==> src/rtl/cc_top.sv <==
// cc_top: direct-mapped read-only cache (512 lines x 64 B) between an AXI-style read port and
// memory, with tag/data kept in an external one-cycle-latency SRAM and an APB version register.
module cc_top (
    input  logic         clk,
    input  logic         rst_n,
    input  logic         psel_i,
    input  logic         penable_i,
    input  logic [11:0]  paddr_i,
    input  logic         pwrite_i,
    input  logic [31:0]  pwdata_i,
    output logic         pready_o,
    output logic [31:0]  prdata_o,
    output logic         pslverr_o,
    input  logic [3:0]   inct_arid_i,
    input  logic [31:0]  inct_araddr_i,
    input  logic [3:0]   inct_arlen_i,
    input  logic [2:0]   inct_arsize_i,
    input  logic [1:0]   inct_arburst_i,
    input  logic         inct_arvalid_i,
    output logic         inct_arready_o,
    output logic [3:0]   inct_rid_o,
    output logic [63:0]  inct_rdata_o,
    output logic [1:0]   inct_rresp_o,
    output logic         inct_rlast_o,
    output logic         inct_rvalid_o,
    input  logic         inct_rready_i,
    output logic [3:0]   mem_arid_o,
    output logic [31:0]  mem_araddr_o,
    output logic [3:0]   mem_arlen_o,
    output logic [2:0]   mem_arsize_o,
    output logic [1:0]   mem_arburst_o,
    output logic         mem_arvalid_o,
    input  logic         mem_arready_i,
    input  logic [3:0]   mem_rid_i,
    input  logic [63:0]  mem_rdata_i,
    input  logic [1:0]   mem_rresp_i,
    input  logic         mem_rlast_i,
    input  logic         mem_rvalid_i,
    output logic         mem_rready_o,
    output logic         rden_o,
    output logic [8:0]   raddr_o,
    input  logic [17:0]  rdata_tag_i,
    input  logic [511:0] rdata_data_i,
    output logic         wren_o,
    output logic [8:0]   waddr_o,
    output logic [17:0]  wdata_tag_o,
    output logic [511:0] wdata_data_o
);

    localparam logic [31:0] IP_VERSION = 32'h0001_2024;

    typedef enum logic [2:0] {
        IDLE    = 3'd0,
        TAG_CMP = 3'd1,
        HIT_RD  = 3'd2,
        MISS_AR = 3'd3,
        MISS_R  = 3'd4,
        FILL    = 3'd5
    } state_t;

    state_t         state_q, state_d;
    logic [31:0]    addr_q, addr_d;
    logic [3:0]     id_q, id_d;
    logic [2:0]     beat_q, beat_d;
    logic [511:0]   line_q, line_d;
    logic [2:0]     word_s;
    logic           hit_s;
    logic           unused_inputs_s;

    // Critical word first: beat k of a burst always maps to line word (word0 + k) mod 8.
    assign word_s = addr_q[5:3] + beat_q;
    assign hit_s  = rdata_tag_i[17] & (rdata_tag_i[16:0] == addr_q[31:15]);

    assign pready_o  = 1'b1;
    assign pslverr_o = 1'b0;
    assign prdata_o  = (psel_i && !pwrite_i) ? IP_VERSION : 32'd0;

    assign unused_inputs_s = ^{penable_i, paddr_i, pwdata_i, inct_arlen_i, inct_arsize_i,
                               inct_arburst_i, mem_rid_i, addr_q[2:0]};

    // State register, request latches, beat counter and line assembly buffer
    always_ff @(posedge clk or negedge rst_n) begin
        if (!rst_n) begin
            state_q <= IDLE;
            addr_q  <= 32'd0;
            id_q    <= 4'd0;
            beat_q  <= 3'd0;
            line_q  <= 512'd0;
        end else begin
            state_q <= state_d;
            addr_q  <= addr_d;
            id_q    <= id_d;
            beat_q  <= beat_d;
            line_q  <= line_d;
        end
    end

    // Next-state logic, datapath updates and every handshake/SRAM output
    always_comb begin
        state_d        = state_q;
        addr_d         = addr_q;
        id_d           = id_q;
        beat_d         = beat_q;
        line_d         = line_q;
        inct_arready_o = 1'b0;
        inct_rid_o     = id_q;
        inct_rdata_o   = 64'd0;
        inct_rresp_o   = 2'd0;
        inct_rlast_o   = 1'b0;
        inct_rvalid_o  = 1'b0;
        mem_arid_o     = 4'd0;
        mem_araddr_o   = 32'd0;
        mem_arlen_o    = 4'd0;
        mem_arsize_o   = 3'd0;
        mem_arburst_o  = 2'd0;
        mem_arvalid_o  = 1'b0;
        mem_rready_o   = 1'b0;
        rden_o         = 1'b0;
        raddr_o        = 9'd0;
        wren_o         = 1'b0;
        waddr_o        = 9'd0;
        wdata_tag_o    = 18'd0;
        wdata_data_o   = 512'd0;
        case (state_q)
            IDLE: begin
                inct_arready_o = 1'b1;
                if (inct_arvalid_i) begin
                    addr_d  = inct_araddr_i;
                    id_d    = inct_arid_i;
                    beat_d  = 3'd0;
                    rden_o  = 1'b1;
                    raddr_o = inct_araddr_i[14:6];
                    state_d = TAG_CMP;
                end else begin
                    state_d = IDLE;
                end
            end
            TAG_CMP: begin
                if (hit_s) begin
                    line_d  = rdata_data_i;
                    state_d = HIT_RD;
                end else begin
                    state_d = MISS_AR;
                end
            end
            HIT_RD: begin
                inct_rvalid_o = 1'b1;
                inct_rdata_o  = line_q[{word_s, 6'd0} +: 64];
                inct_rlast_o  = (beat_q == 3'd7);
                if (inct_rready_i) begin
                    beat_d = beat_q + 3'd1;
                    if (beat_q == 3'd7) begin
                        state_d = IDLE;
                    end else begin
                        state_d = HIT_RD;
                    end
                end else begin
                    beat_d = beat_q;
                end
            end
            MISS_AR: begin
                mem_arvalid_o = 1'b1;
                mem_arid_o    = id_q;
                mem_araddr_o  = {addr_q[31:3], 3'b000};
                mem_arlen_o   = 4'd7;
                mem_arsize_o  = 3'd3;
                mem_arburst_o = 2'd2;
                if (mem_arready_i) begin
                    beat_d  = 3'd0;
                    state_d = MISS_R;
                end else begin
                    state_d = MISS_AR;
                end
            end
            MISS_R: begin
                // Memory beats are forwarded straight through while being collected into the line.
                mem_rready_o  = inct_rready_i;
                inct_rvalid_o = mem_rvalid_i;
                inct_rdata_o  = mem_rdata_i;
                inct_rlast_o  = mem_rlast_i;
                inct_rresp_o  = mem_rresp_i;
                if (mem_rvalid_i && inct_rready_i) begin
                    line_d[{word_s, 6'd0} +: 64] = mem_rdata_i;
                    beat_d = beat_q + 3'd1;
                    if (mem_rlast_i) begin
                        state_d = FILL;
                    end else begin
                        state_d = MISS_R;
                    end
                end else begin
                    beat_d = beat_q;
                end
            end
            FILL: begin
                wren_o       = 1'b1;
                waddr_o      = addr_q[14:6];
                wdata_tag_o  = {1'b1, addr_q[31:15]};
                wdata_data_o = line_q;
                state_d      = IDLE;
            end
            default: begin
                state_d = IDLE;
            end
        endcase
    end

endmodule

==> config.mk <==
export PLATFORM = sky130hd
export DESIGN_NAME = cc_top
export DESIGN_NICKNAME = d
export VERILOG_FILES = /design/src/rtl/cc_top.sv
export SDC_FILE = /design/constraint.sdc
export NUM_CORES = 2
export LEC_CHECK = 0
export ABC_CLOCK_PERIOD_IN_PS = 5100
export CORE_AREA = 4 4 540 542
export CTS_BUF_LIST = sky130_fd_sc_hd__clkbuf_4 sky130_fd_sc_hd__clkbuf_8 sky130_fd_sc_hd__clkbuf_16
export DETAILED_ROUTE_END_ITERATION = 10
export DIE_AREA = 0 0 544 546
export GPL_TIMING_DRIVEN = 0
export PLACE_DENSITY = 0.42
export SYNTH_ARGS = -nofsm -noshare
export SYNTH_HDL_FRONTEND = slang
export SYNTH_SLANG_ARGS = --single-unit
export TNS_END_PERCENT = 5
==> constraint.sdc <==
create_clock -name clk -period 5.1 [get_ports clk]
set_input_delay 0.765 -clock clk [delete_from_list [all_inputs] [get_ports clk]]
set_output_delay 0.765 -clock clk [all_outputs]
set_load 0.1 [all_outputs]
==> flow_summary.yaml <==
run_status:
  status: "finished with violations"
  violations: "max-capacitance violations, max-slew violations, negative setup slack"
timing:
  finalHoldViolations: 0
  fmax_ghz: 0.1905
  period_minus_slack_ns: 5.250
  setup_viol: 12
  period_share_pct: 102.9
  maxSlewViolCount: 12
  clock_skew_ns: 0.03235
  rsz0062_at_grt: "yes"
  worstMarginPinSlew_ns: 1.523
  maxSlewHeadroom_pct: -1.530
  layout_setup_ws_ns: -0.1498
global_route:
  grt_max_degree: 103
  antenna_found_initial: 142
  grt.total_usage_pct: 25.21
  grt_first_pass_wirelength_mm: 477.2
  grt_pass1_vias: 39000
  overflow: 0
yosys:
  synthXorXnorAreaFrac_pct: 0.4976
  synthesis.area_um2: 34450
  yosys.area_share.simple_pct: 16.95
  synth_compound_area_share_pct: 14.99
  yosysTopAreaCell: "dfrtp_1"
  yosysMostFrequentCell: "and2_1"
  synthMuxAreaShare_pct: 21.83
  synth_top_family_by_area: "multiplexers"
  synth_cell_types: 52
  ys_ff_latch: 551
  synth_ff_type: "dfrtp_1"
  async_reset_ff_share_pct: 100.0
  ys_top_cells_by_area: "dfrtp_1 (40%), and2_1 (12%), mux4_2 (8.4%), mux2_2 (7.3%), mux2_1 (4.2%)"
  synth_common_cells: "and2_1 (638), dfrtp_1 (551), clkbuf_1 (240)"
  ys_warn_count: 0
  synth_edf_count: 0
  synthAdderAreaFrac_pct: 0.2397
  syn_area_per_cell_um2: 10.12
  yosysTopAreaCellShare_pct: 40.03
  netlist_instances: 3404
  yosysSeqAreaShare_pct: 40.03
route:
  drtPass1Iterations: 5
  via_per_inst: 4.401
  first_iter_violations: 4638
  post_drt_wl_per_cell_um: 44.30
  route.detailed.drc: 0
  via_count: 38710
  drtAntennaViolNets: 0
  wirelength_mm: 389.7
placement:
  io_buffers: 1305
  gp_congestion: 0.9310
  dp.cells: 8573
  dp.final_hpwl_mm: 317.9
finish:
  regArea_um2: 13790
  n_fill_cell: 31930
  drive_gt1_share_pct: 25.51
  multi_input_area_um2: 18960
  fin_nets: 5584
  synthToLayoutAreaGrowth_pct: 63.52
  final_cells: 8796
clock_network:
  clk_pin_slew_ns: 0.06
  htree_levels: 3
  root_buffer: "clkbuf_16"
  cts_tree: "yes"
  cts_buffer_depth: 3
  numCtsBuffers: 82
  cts_sinks: 551
  clk_latency_ns: 0.70
job:
  max_cap_viol_count: 2
die:
  rows: 197
  die-height_um: 546
  ios: 1403
  core_area_um2: 286900
  initial_core_util_pct: 12.01
  die_w_um: 544
  dieArea_um2: 297000
worst_setup_path:
  rrSetupSlack_ns: -0.01
  critPathMaxFanout: 10
  endpoint_kind: "output port"
  criticalPathCategory: "reg -> out"
  reg2reg_to: "line_q[84]"
  r2r_start: "addr_q[3]"
  worstPathArrival_ns: 4.48
  startpoint_type: "register"
  crit_start: "state_q[1]"
  cp.required_ns: 4.34
  reg2reg_depth: 10
worst_hold_path:
  hold_path_end: "line_q[292]"
  hold-path-cell-count: 1
  hold_class: "reg -> reg"
  holdCritStartpoint: "line_q[292]"
pwr:
  max-vdd-ir-drop_mv: 0.6614
  p_total_mw: 33.77
  power_density_nw_per_um2: 599.6
  p_leak_nw: 26.43
-- routing by layer --
layer  part of all wire, %  wire length (µm)  track usage, %  vias to the layer above
met5                 0.075               292               0                        -
met4                   4.8             18800           10.81                       42
met3                   9.8             38000           7.853                      561
met2                    45            176300           40.09                     2879
met1                    40            156300           31.29                    20160
li1                      -                 -               -                    15070
-- layout by cell type, fill, tap and decap left out, types with 7 or more instances in the layout --
cell and count:
a21oi_1 195, a22o_1 155, a22oi_1 192, and2_1 638, and3_1 10, buf_12 35, buf_16 14, buf_2 90
buf_4 91, buf_6 24, bufinv_16 8, clkbuf_1 153, clkbuf_16 87, clkbuf_2 234, clkbuf_4 36, clkbuf_8 22
clkdlybuf4s15_1 17, clkdlybuf4s15_2 203, clkdlybuf4s18_2 12, clkdlybuf4s50_1 699, clkinv_2 12, conb_1 36, dfrtp_1 551, diode_2 80
dlygate4sd2_1 28, dlymetal6s2s_1 106, inv_1 8, mux2_1 130, mux2_2 224, mux2i_1 65, mux4_2 128, nand2_1 211
nor2_1 200, o21ai_0 193, o21ai_1 7, o21bai_1 30, xor2_1 16
-- power breakdown --
part	internal (mW)	switching, mW	total [mW]
Combinational	5.24	15.0	20.2
Sequential	5.43	1.83	7.26
Clock	3.75	2.53	6.29
Total	14.4	19.3	33.8
-- per-stage QoR --
stage	setup WS, ns	util [%]	hold WS (ns)	area, µm²	TNS (ns)
after global routing	-0.2009	19.58	0.5344	56170	-5.523
after floorplan	-0.06447	-	0.4667	34570	-1.399
after detailed placement	-2.033	18.67	0.4912	53570	-133.93
after CTS	-0.2638	19.73	0.5096	56610	-34.67
final	-0.1498	19.63	0.5094	56330	-0.5950
after global placement	-25.90	18.25	0.4843	52370	-
-- critical path, stage by stage (launching register included) --
cell and delay (ns):
dfrtp_1 0.36, clkbuf_1 0.21, nor3b_2 0.58, clkbuf_4 0.46, buf_16 0.20, buf_4 0.32
clkbuf_4 0.44, nand2_1 0.39, o21ai_1 0.38, buf_4 0.37
-- kinds of logic after synthesis --
logic type	count (synthesis)
mux	547
simple gates	1093
fa+ha+maj	6
xor+xnor	18
flops	551
buf+inv	397
compound gates	790
other cells	2
-- worst max path at each step --
stage	cells after the start	end	slack (ns)
after floorplan	9	inct_rdata_o[2]	-0.06
after global placement	1	line_q[282]	-25.90
after detailed placement	10	inct_rdata_o[1]	-2.03
after CTS	7	wdata_data_o[40]	-0.26
after global routing	9	inct_rdata_o[39]	-0.20
final	9	inct_rdata_o[40]	-0.15
-- area by class of cell --
type,instances,share of cell area (%)
antenna,80,0.3554
buffer,388,3.912
clock buffer,114,4.363
clock inverter,26,0.6686
inverter,9,0.05998
multi-input combinational,2490,33.66
sequential,551,24.48
tap,3781,8.399
timing repair buffer,1357,24.10
-- registers in the layout, summed over array words and instances, names as in the netlist --
register	cells
line_q	512
addr_q	29
state_q	3
beat_q	3
inct_rid_o	4
-- what timing repair did --
action	4_1_cts	5_1_grt
hold buffers	1	0
resized for setup	1349	518
setup endpoints to repair	624	405
setup buffers	2	0
endpoints found under the hold margin	1	0
pin swaps	0	1
No activity file was read; power rests on OpenSTA's default activity.
